### src/rtl/fir_decim_buf.sv
// Boxcar decimator (factor 2**LOG2_DECIM) feeding a first-word-fall-through FIFO with a sticky overflow flag.
// Optional macro FIR_DEC_PEAK_EN adds a running peak |avg| tracker (peak_abs / peak_clr).
module fir_decim_buf #(
  parameter int unsigned LOG2_DECIM = 2,
  parameter int unsigned DEPTH      = 8
) (
  input  logic                      clk,
  input  logic                      rst,
  input  logic signed [15:0]        y_in,
  input  logic                      in_en,
  output logic signed [15:0]        m_data,
  output logic                      m_valid,
  input  logic                      m_ready,
  output logic [$clog2(DEPTH):0]    level,
  output logic                      ovf,
  input  logic                      ovf_clr
`ifdef FIR_DEC_PEAK_EN
  ,
  output logic [15:0]               peak_abs,
  input  logic                      peak_clr
`endif
);

  localparam int unsigned AW   = $clog2(DEPTH);
  localparam int unsigned LW   = AW + 1;
  localparam int unsigned ACCW = 16 + LOG2_DECIM;
  localparam logic [LOG2_DECIM-1:0] PH_LAST = '1;

  generate
    if (LOG2_DECIM < 1 || LOG2_DECIM > 4) begin : g_bad_decim
      $error("fir_decim_buf: LOG2_DECIM must be 1..4");
    end
    if (DEPTH < 2 || (DEPTH & (DEPTH - 1)) != 0) begin : g_bad_depth
      $error("fir_decim_buf: DEPTH must be a power of two >= 2");
    end
  endgenerate

  logic signed [ACCW-1:0]   acc;
  logic [LOG2_DECIM-1:0]    phase;
  logic [AW-1:0]            wr_ptr;
  logic [AW-1:0]            rd_ptr;
  logic signed [15:0]       mem [DEPTH];

  logic signed [ACCW-1:0]   sum;
  logic signed [15:0]       avg;
  logic                     blk_done;
  logic                     full;
  logic                     pop;
  logic                     push_ok;
  logic                     drop;
  logic [LW-1:0]            level_next;

  // Block accumulation, FIFO push/pop qualification and next occupancy.
  always_comb begin
    sum        = acc + ACCW'(y_in);
    // Low 16 bits of sum >>> LOG2_DECIM: floor division, always in range.
    avg        = sum[LOG2_DECIM +: 16];
    blk_done   = in_en && (phase == PH_LAST);
    full       = (level == LW'(DEPTH));
    pop        = m_valid && m_ready;
    push_ok    = blk_done && (!full || pop);
    drop       = blk_done && full && !pop;
    level_next = level;
    if (push_ok && !pop) begin
      level_next = level + LW'(1);
    end else if (pop && !push_ok) begin
      level_next = level - LW'(1);
    end
  end

  // Control state: accumulator, phase, pointers, occupancy and flags.
  always_ff @(posedge clk or posedge rst) begin
    if (rst) begin
      acc     <= '0;
      phase   <= '0;
      wr_ptr  <= '0;
      rd_ptr  <= '0;
      level   <= '0;
      m_valid <= 1'b0;
      ovf     <= 1'b0;
    end else begin
      if (in_en) begin
        if (blk_done) begin
          acc   <= '0;
          phase <= '0;
        end else begin
          acc   <= sum;
          phase <= phase + LOG2_DECIM'(1);
        end
      end
      if (push_ok) begin
        wr_ptr <= wr_ptr + AW'(1);
      end
      if (pop) begin
        rd_ptr <= rd_ptr + AW'(1);
      end
      level   <= level_next;
      m_valid <= (level_next != '0);
      // A drop on the same edge as a clear keeps the flag set.
      if (drop) begin
        ovf <= 1'b1;
      end else if (ovf_clr) begin
        ovf <= 1'b0;
      end
    end
  end

  // Sample storage is intentionally not reset.
  always_ff @(posedge clk) begin
    if (push_ok) begin
      mem[wr_ptr] <= avg;
    end
  end

  assign m_data = m_valid ? mem[rd_ptr] : 16'sd0;

`ifdef FIR_DEC_PEAK_EN
  logic [15:0] avg_abs;

  // Magnitude in 16-bit unsigned; -32768 wraps to 16'h8000 = 32768.
  always_comb begin
    avg_abs = avg[15] ? 16'(-avg) : 16'(avg);
  end

  always_ff @(posedge clk or posedge rst) begin
    if (rst) begin
      peak_abs <= '0;
    end else if (peak_clr) begin
      peak_abs <= push_ok ? avg_abs : 16'd0;
    end else if (push_ok && (avg_abs > peak_abs)) begin
      peak_abs <= avg_abs;
    end
  end
`endif

endmodule

### config.mk
export PLATFORM = sky130hd
export DESIGN_NAME = fir_decim_buf
export DESIGN_NICKNAME = d
export VERILOG_FILES = /design/src/rtl/fir_decim_buf.sv
export SDC_FILE = /design/constraint.sdc
export NUM_CORES = 1
export LEC_CHECK = 0
export CORE_ASPECT_RATIO = 0.6
export CORE_MARGIN = 10
export CORE_UTILIZATION = 53
export DETAILED_ROUTE_END_ITERATION = 8
export PLACE_DENSITY = 0.75
export SLEW_MARGIN = 20
export SYNTH_ARGS = -nofsm -noshare
export SYNTH_HDL_FRONTEND = slang
export SYNTH_SLANG_ARGS = --single-unit
### constraint.sdc
create_clock -name clk -period 2.7 [get_ports clk]
set_input_delay 0.54 -clock clk [delete_from_list [all_inputs] [get_ports clk]]
set_output_delay 0.54 -clock clk [all_outputs]
set_load 0.01 [all_outputs]
==> reports/metrics.cfg, run 1 <==
[status]
status=finished, final reports clean

[setup_path]
crit_slowest_cell=clkdlybuf4s50_1
crit_buf_inv=2
timing_worst_setup_path_type=in -> reg
crit_path_end_kind=flip-flop
worstPathArrival_ns=2.98
cp_top_family=compound AO/OA/AOI/OAI gates
crit_path_start_kind=input pin
cp_slowest_stage_delay_ns=0.42
startpoint=y_in[0]
crit_path_cell_trace=clkdlybuf4s50_1 > ha_2 > fa_2 > a21o_1 > a21oi_2 > o21ai_2 > buf_4 > a31o_4 > a21oi_4 > xnor2_4 > a31o_1
r2r_setup_slack_ns=0.19
required_ns=3.02
worstReg2RegEnd=mem[0][13]$_DFFE_PP_
r2r-start=acc[8]$_DFFE_PP0P_
reg2reg_depth=8
cp_max_fo=5

[place]
place_congestion=0.9569
place_ws_ns=-0.6618
portBuffers=42
dp_hpwl_um=11360
dp.cells=725

[timing]
slew_violations=0
tightest_slew_ns=0.6988
fmaxAchievable_ghz=0.3767
period_share_pct=98.33
finalHoldViolCount=0
fin_setup_tns_ns=0
setup_viol=0
rsz0062_at_grt=true
slew_headroom_pct=53.26
min_period_ns=2.655
fin_skew_ns=0.01752
layout_setup_ws_ns=0.04519

[global_route]
grt_use_total_pct=18.69
grt-ovfl-total=0
grt_pass1_wl_um=26160
grt_pass1_vias=4571
grt_max_degree=33
antenna_found_initial=0

[final_layout]
layout-drive-gt1-share_pct=36.62
diodes=0
area_delta_synth_final_pct=29.62
stdcell_count=768
final_nets=630
fill_cells=869

[logic_synthesis]
synth_top_cell_area_share_pct=54.09
synth_area_per_cell_um2=16.33
synth_top_cell_by_area=edfxtp_1
synth-async-reset-ratio_pct=20.00
synth_seq_area_share_pct=65.36
synthCells=435
ys_warn_count=0
synth-seq-cells=160
synth_commonest_cells=edfxtp_1 (128), dfrtp_1 (32), mux4_2 (32), ha_1 (23), nor2b_1 (21)
yosysMostFrequentCell=edfxtp_1
synth.area.top_cells=edfxtp_1 (54%), dfrtp_1 (11%), mux4_2 (10%), ha_1 (4.1%), mux2i_1 (2.5%)
synth_edf_count=128
synth_flop_cell=edfxtp_1
ys_types=52
synthesis.nets=480
netlist_area_um2=7106

[clock_network]
root_buffer=clkbuf_16
clk_latency_ns=0.43
htreeDepth=4
clk_pin_slew_ns=0.07
cts_tree=yes
cts_buffers=17
cts.sinks=160
clockBufferDepth=2

[hold_path]
hold-path-endpoint=phase[0]$_DFFE_PP0P_
min_from=phase[0]$_DFFE_PP0P_
hold_depth=1
hp-class=reg -> reg

[drt]
dr_wl_met3_um=1126
drt_iter0_markers=307
drt-pass1-iter-count=5
drt-vias-per-instance=5.762
routed.top_layer=met4
wire_per_inst_um=21.92
drcViolationCount=0
antenna_left=0
wl_met2_um=7716
totalWireLength_um=16840
wl_met1_um=7891
vias=4425

[die]
num_io_pins=43
fp.dieW_um=169.5
design.core.area_um2=12970
rows=32
initial_utilization_pct=54.77
dieArea_um2=18590
die_h_um=109.7

[power]
power_density_nw_per_um2=1253
p_leak_nw=3.546
vdd_drop_max_uv=683.1

[flow_run]
maxCapViolCount=0

layout make-up:
class                   count  area [um^2]  share of cell area, %
clock buffers              17        425.4                  4.619
well taps                 170        212.7                  2.309
multi-input cells         250         2502                  27.17
inverters                  11        41.29                 0.4483
repair buffers            145         1239                  13.45
flip-flops and latches    160         4646                  50.44
clock inverters            15        143.9                  1.562
cell usage in the layout, fill, tap and decap left out, types with 5 or more instances in the layout:
cell type	count
nand3_1	6
clkbuf_2	7
nor2_1	15
inv_1	11
xnor2_2	6
a21oi_1	16
buf_2	7
edfxtp_1	128
xnor2_1	10
nand2b_1	5
clkdlybuf4s50_1	26
mux2i_1	15
clkbuf_16	18
mux4_2	32
a21o_1	6
dfrtp_1	31
nor2b_1	21
buf_4	92
ha_1	21
o21ai_0	5
a22o_1	12
buf_12	5
nand2_1	15
inv_8	5
worst register-to-register path, stage by stage (launching register included):
cell	delay, ns
dfrtp_1	0.42
ha_1	0.35
a21oi_1	0.22
buf_4	0.16
o21ai_0	0.07
a21boi_0	0.32
o31a_2	0.26
mux2i_1	0.24
and2_2	0.29
state kept, by name (all words and copies together) (netlist names):
signal	count
acc	18
level	4
m_valid	1
mem	128
phase	2
wr_ptr	3
rd_ptr	3
ovf	1
metrics by stage:
| stage | instance area [um^2] | hold slack (ns) | power (mW) | utilization, % |
|---|---|---|---|---|
| final | 9210 | 0.4900 | 11.54 | 71.00 |
| after global routing | 9210 | 0.5292 | 12.17 | 71.00 |
| after CTS | 9139 | 0.4899 | 11.39 | 70.45 |
| after detailed placement | 8448 | 0.4751 | 8.877 | 65.12 |
| after global placement | 8448 | 0.4738 | 8.700 | 65.12 |
| after floorplan | 7116 | 0.4573 | 6.612 | - |
worst max path at each step:
stage                                      end  slack, ns  cells past startpoint
final                      acc[14]$_DFFE_PP0P_       0.05                     11
after floorplan           mem[0][10]$_DFFE_PP_       0.06                      9
after detailed placement  mem[6][10]$_DFFE_PP_      -0.66                     10
after CTS                           m_data[10]      -0.07                      6
after global routing       acc[10]$_DFFE_PP0P_      -0.03                     12
after global placement     mem[2][8]$_DFFE_PP_      -0.52                      9
layer usage:
layer | global-route usage [%] | up-vias
met5 | 0 | -
met3 | 5.773 | 12
met2 | 28.73 | 156
met1 | 25.74 | 2245
met4 | 4.479 | 0
li1 | - | 2012
what timing repair did:
| action | 4_1_cts | 5_1_grt |
|---|---|---|
| pin swaps | 4 | 6 |
| setup buffers | 7 | 5 |
| gates cloned | 1 | 2 |
| hold buffers | 0 | 0 |
| resized for setup | 57 | 30 |
| endpoints found under the setup margin | 52 | 84 |
report_power, final:
group          internal, mW  leakage, nW  switching, mW
logic                  2.63         1.73           2.68
clock network          1.22        0.273           1.08
registers              3.66         1.54          0.272
cell families after synthesis:
kind of cell	share of synthesized area [%]
flops	65.36
simple gates	5.758
compound gates	7.343
mux	13.15
buf+inv	1.462
fa+ha+maj	4.332
xor+xnor	2.588
Note: power is estimated with default switching activity, not from simulation.
==> run 2, diff against run 1 <==
==> constraint.sdc (replaced) <==
create_clock -name clk -period 2.7 [get_ports clk]
set_input_delay 0.27 -clock clk [delete_from_list [all_inputs] [get_ports clk]]
set_output_delay 0.27 -clock clk [all_outputs]
set_load 0.01 [all_outputs]
==> reports/metrics.cfg, run 2 (synthesized netlist as in run 1, its figures left out) <==
[drt]
drt_iter0_markers=388
vias=4275
totalWireLength_um=16190
wire_per_inst_um=22.15
drt-vias-per-instance=5.848
drt-pass1-iter-count=5
drcViolationCount=0
antenna_left=0

[hold_path]
hp-class=in -> async

[timing]
finalHoldViolCount=0
min_period_ns=2.593
rsz0062_at_grt=false
fin_skew_ns=0.01195
whs_ns=0.2268
slew_violations=0
period_share_pct=96.03
fin_setup_tns_ns=0
setup_viol=0
slew_headroom_pct=41.65
tightest_slew_ns=0.8690
fmaxAchievable_ghz=0.3857

[power]
vdd_drop_max_uv=562.3
power_density_nw_per_um2=1258
p_leak_nw=3.411

[final_layout]
reg.largest.list=mem (128), acc (18), level (4)
layout_commonest_cell=edfxtp_1
seqCellArea_um2=4646
final_cell_mix=edfxtp_1 (128), buf_4 (64), clkdlybuf4s50_1 (34)
area_delta_synth_final_pct=25.53
multiInputGateArea_um2=2426
final_nets=593
top_register=mem
diodes=0
largest_reg_flops=128
fill_cells=859
layout-drive-gt1-share_pct=28.34

[global_route]
grt_max_degree=33
antenna_found_initial=0
grt_use_total_pct=17.92
grt_pass1_vias=4319
grt-ovfl-total=0
grt_pass1_wl_um=25030

[setup_path]
cp_max_fo=12
worstPathArrival_ns=2.32
crit_path_end_kind=primary output
timing_worst_setup_path_type=reg -> out
reg2reg_depth=8
required_ns=2.43
crit_path_start_kind=flip-flop

[clock_network]
cts.sinks=160
clockBufferDepth=2
cts_buffers=17
htreeDepth=4
clk_latency_ns=0.42
clk_pin_slew_ns=0.07
root_buffer=clkbuf_16
cts_tree=yes

[place]
place_congestion=0.9428
dp_hpwl_um=10650
portBuffers=42

[die]
design.core.area_um2=12970
die_h_um=109.7
dieArea_um2=18590
rows=32
initial_utilization_pct=54.77
fp.dieW_um=169.5
num_io_pins=43

[status]
status=finished, final reports clean

[flow_run]
maxCapViolCount=0

==> run 2: changes by cell type in the layout (fill, tap and decap cells not counted), moves of 3 or more <==
cell and delta:
inv_8 -4, xnor2_1 +3, dlymetal6s2s_1 +8, buf_4 -28
bufinv_16 +3, clkbuf_2 -7, buf_6 -4, clkdlybuf4s50_1 +8
buf_2 -7, xnor2_2 -3, buf_12 -3
==> run 2: metrics by stage <==
stage	cells	util, %	setup slack (ns)	area, um^2	power (mW)
detailed placement	696	63.06	-0.3776	8180	8.540
floorplan	435	-	0.2413	7116	6.612
global placement	696	63.06	-0.2559	8180	8.406
global route	731	68.76	0.0003224	8920	11.82
finish	731	68.76	0.1072	8920	11.22
CTS	728	67.89	0.004445	8807	11.11
==> run 2: cell type report <==
| class | count | area share [%] |
|---|---|---|
| clock inverter | 15 | 2.048 |
| clock buffer | 17 | 4.769 |
| tap | 170 | 2.385 |
| sequential | 160 | 52.08 |
| inverter | 11 | 0.4629 |
| multi-input combinational | 249 | 27.20 |
| timing repair buffer | 109 | 11.05 |
==> run 2: final timing paths <==
check | slack, ns | startpoint | endpoint
setup reg to reg | 0.12 | acc[8]$_DFFE_PP0P_ | mem[4][13]$_DFFE_PP_
max in group asynchronous | 2.11 | rst | rd_ptr[0]$_DFFE_PP0N_
min in group clk | 0.42 | ovf_clr | ovf$_DFFE_PP0P_
setup / recovery | 0.11 | rd_ptr[0]$_DFFE_PP0N_ | m_data[10]
hold / removal | 0.23 | rst | acc[11]$_DFFE_PP0P_
hold reg to reg | 0.51 | phase[0]$_DFFE_PP0P_ | phase[0]$_DFFE_PP0P_
==> run 2: layer usage <==
metal / GRT usage, % / vias up / routed length [um]
met2: 26.11 / 153 / 7240
met4: 5.828 / 0 / 159
li1: - / 1930 / -
met3: 4.526 / 14 / 1082
met1: 25.97 / 2178 / 7709
met5: 0 / - / 0
==> run 2: power breakdown <==
part,internal [mW],total [mW],leakage (nW),switching (mW)
Sequential,3.66,3.91,1.54,0.248
Combinational,2.31,4.83,1.58,2.52
Clock,1.47,2.48,0.293,1.01
==> run 2: what timing repair did <==
action	CTS	global route
pin swaps	0	2
resized for setup	3	16
setup endpoints to repair	19	58
gates cloned	0	1
setup buffers	0	2
hold buffers	0	0
==> run 2: critical path, stage by stage, from the launching register on <==
cell and delay, ns:
dfrtp_2 0.43, buf_12 0.18, mux4_2 0.52, mux2i_1 0.20, nor2b_1 0.07, clkdlybuf4s50_1 0.50
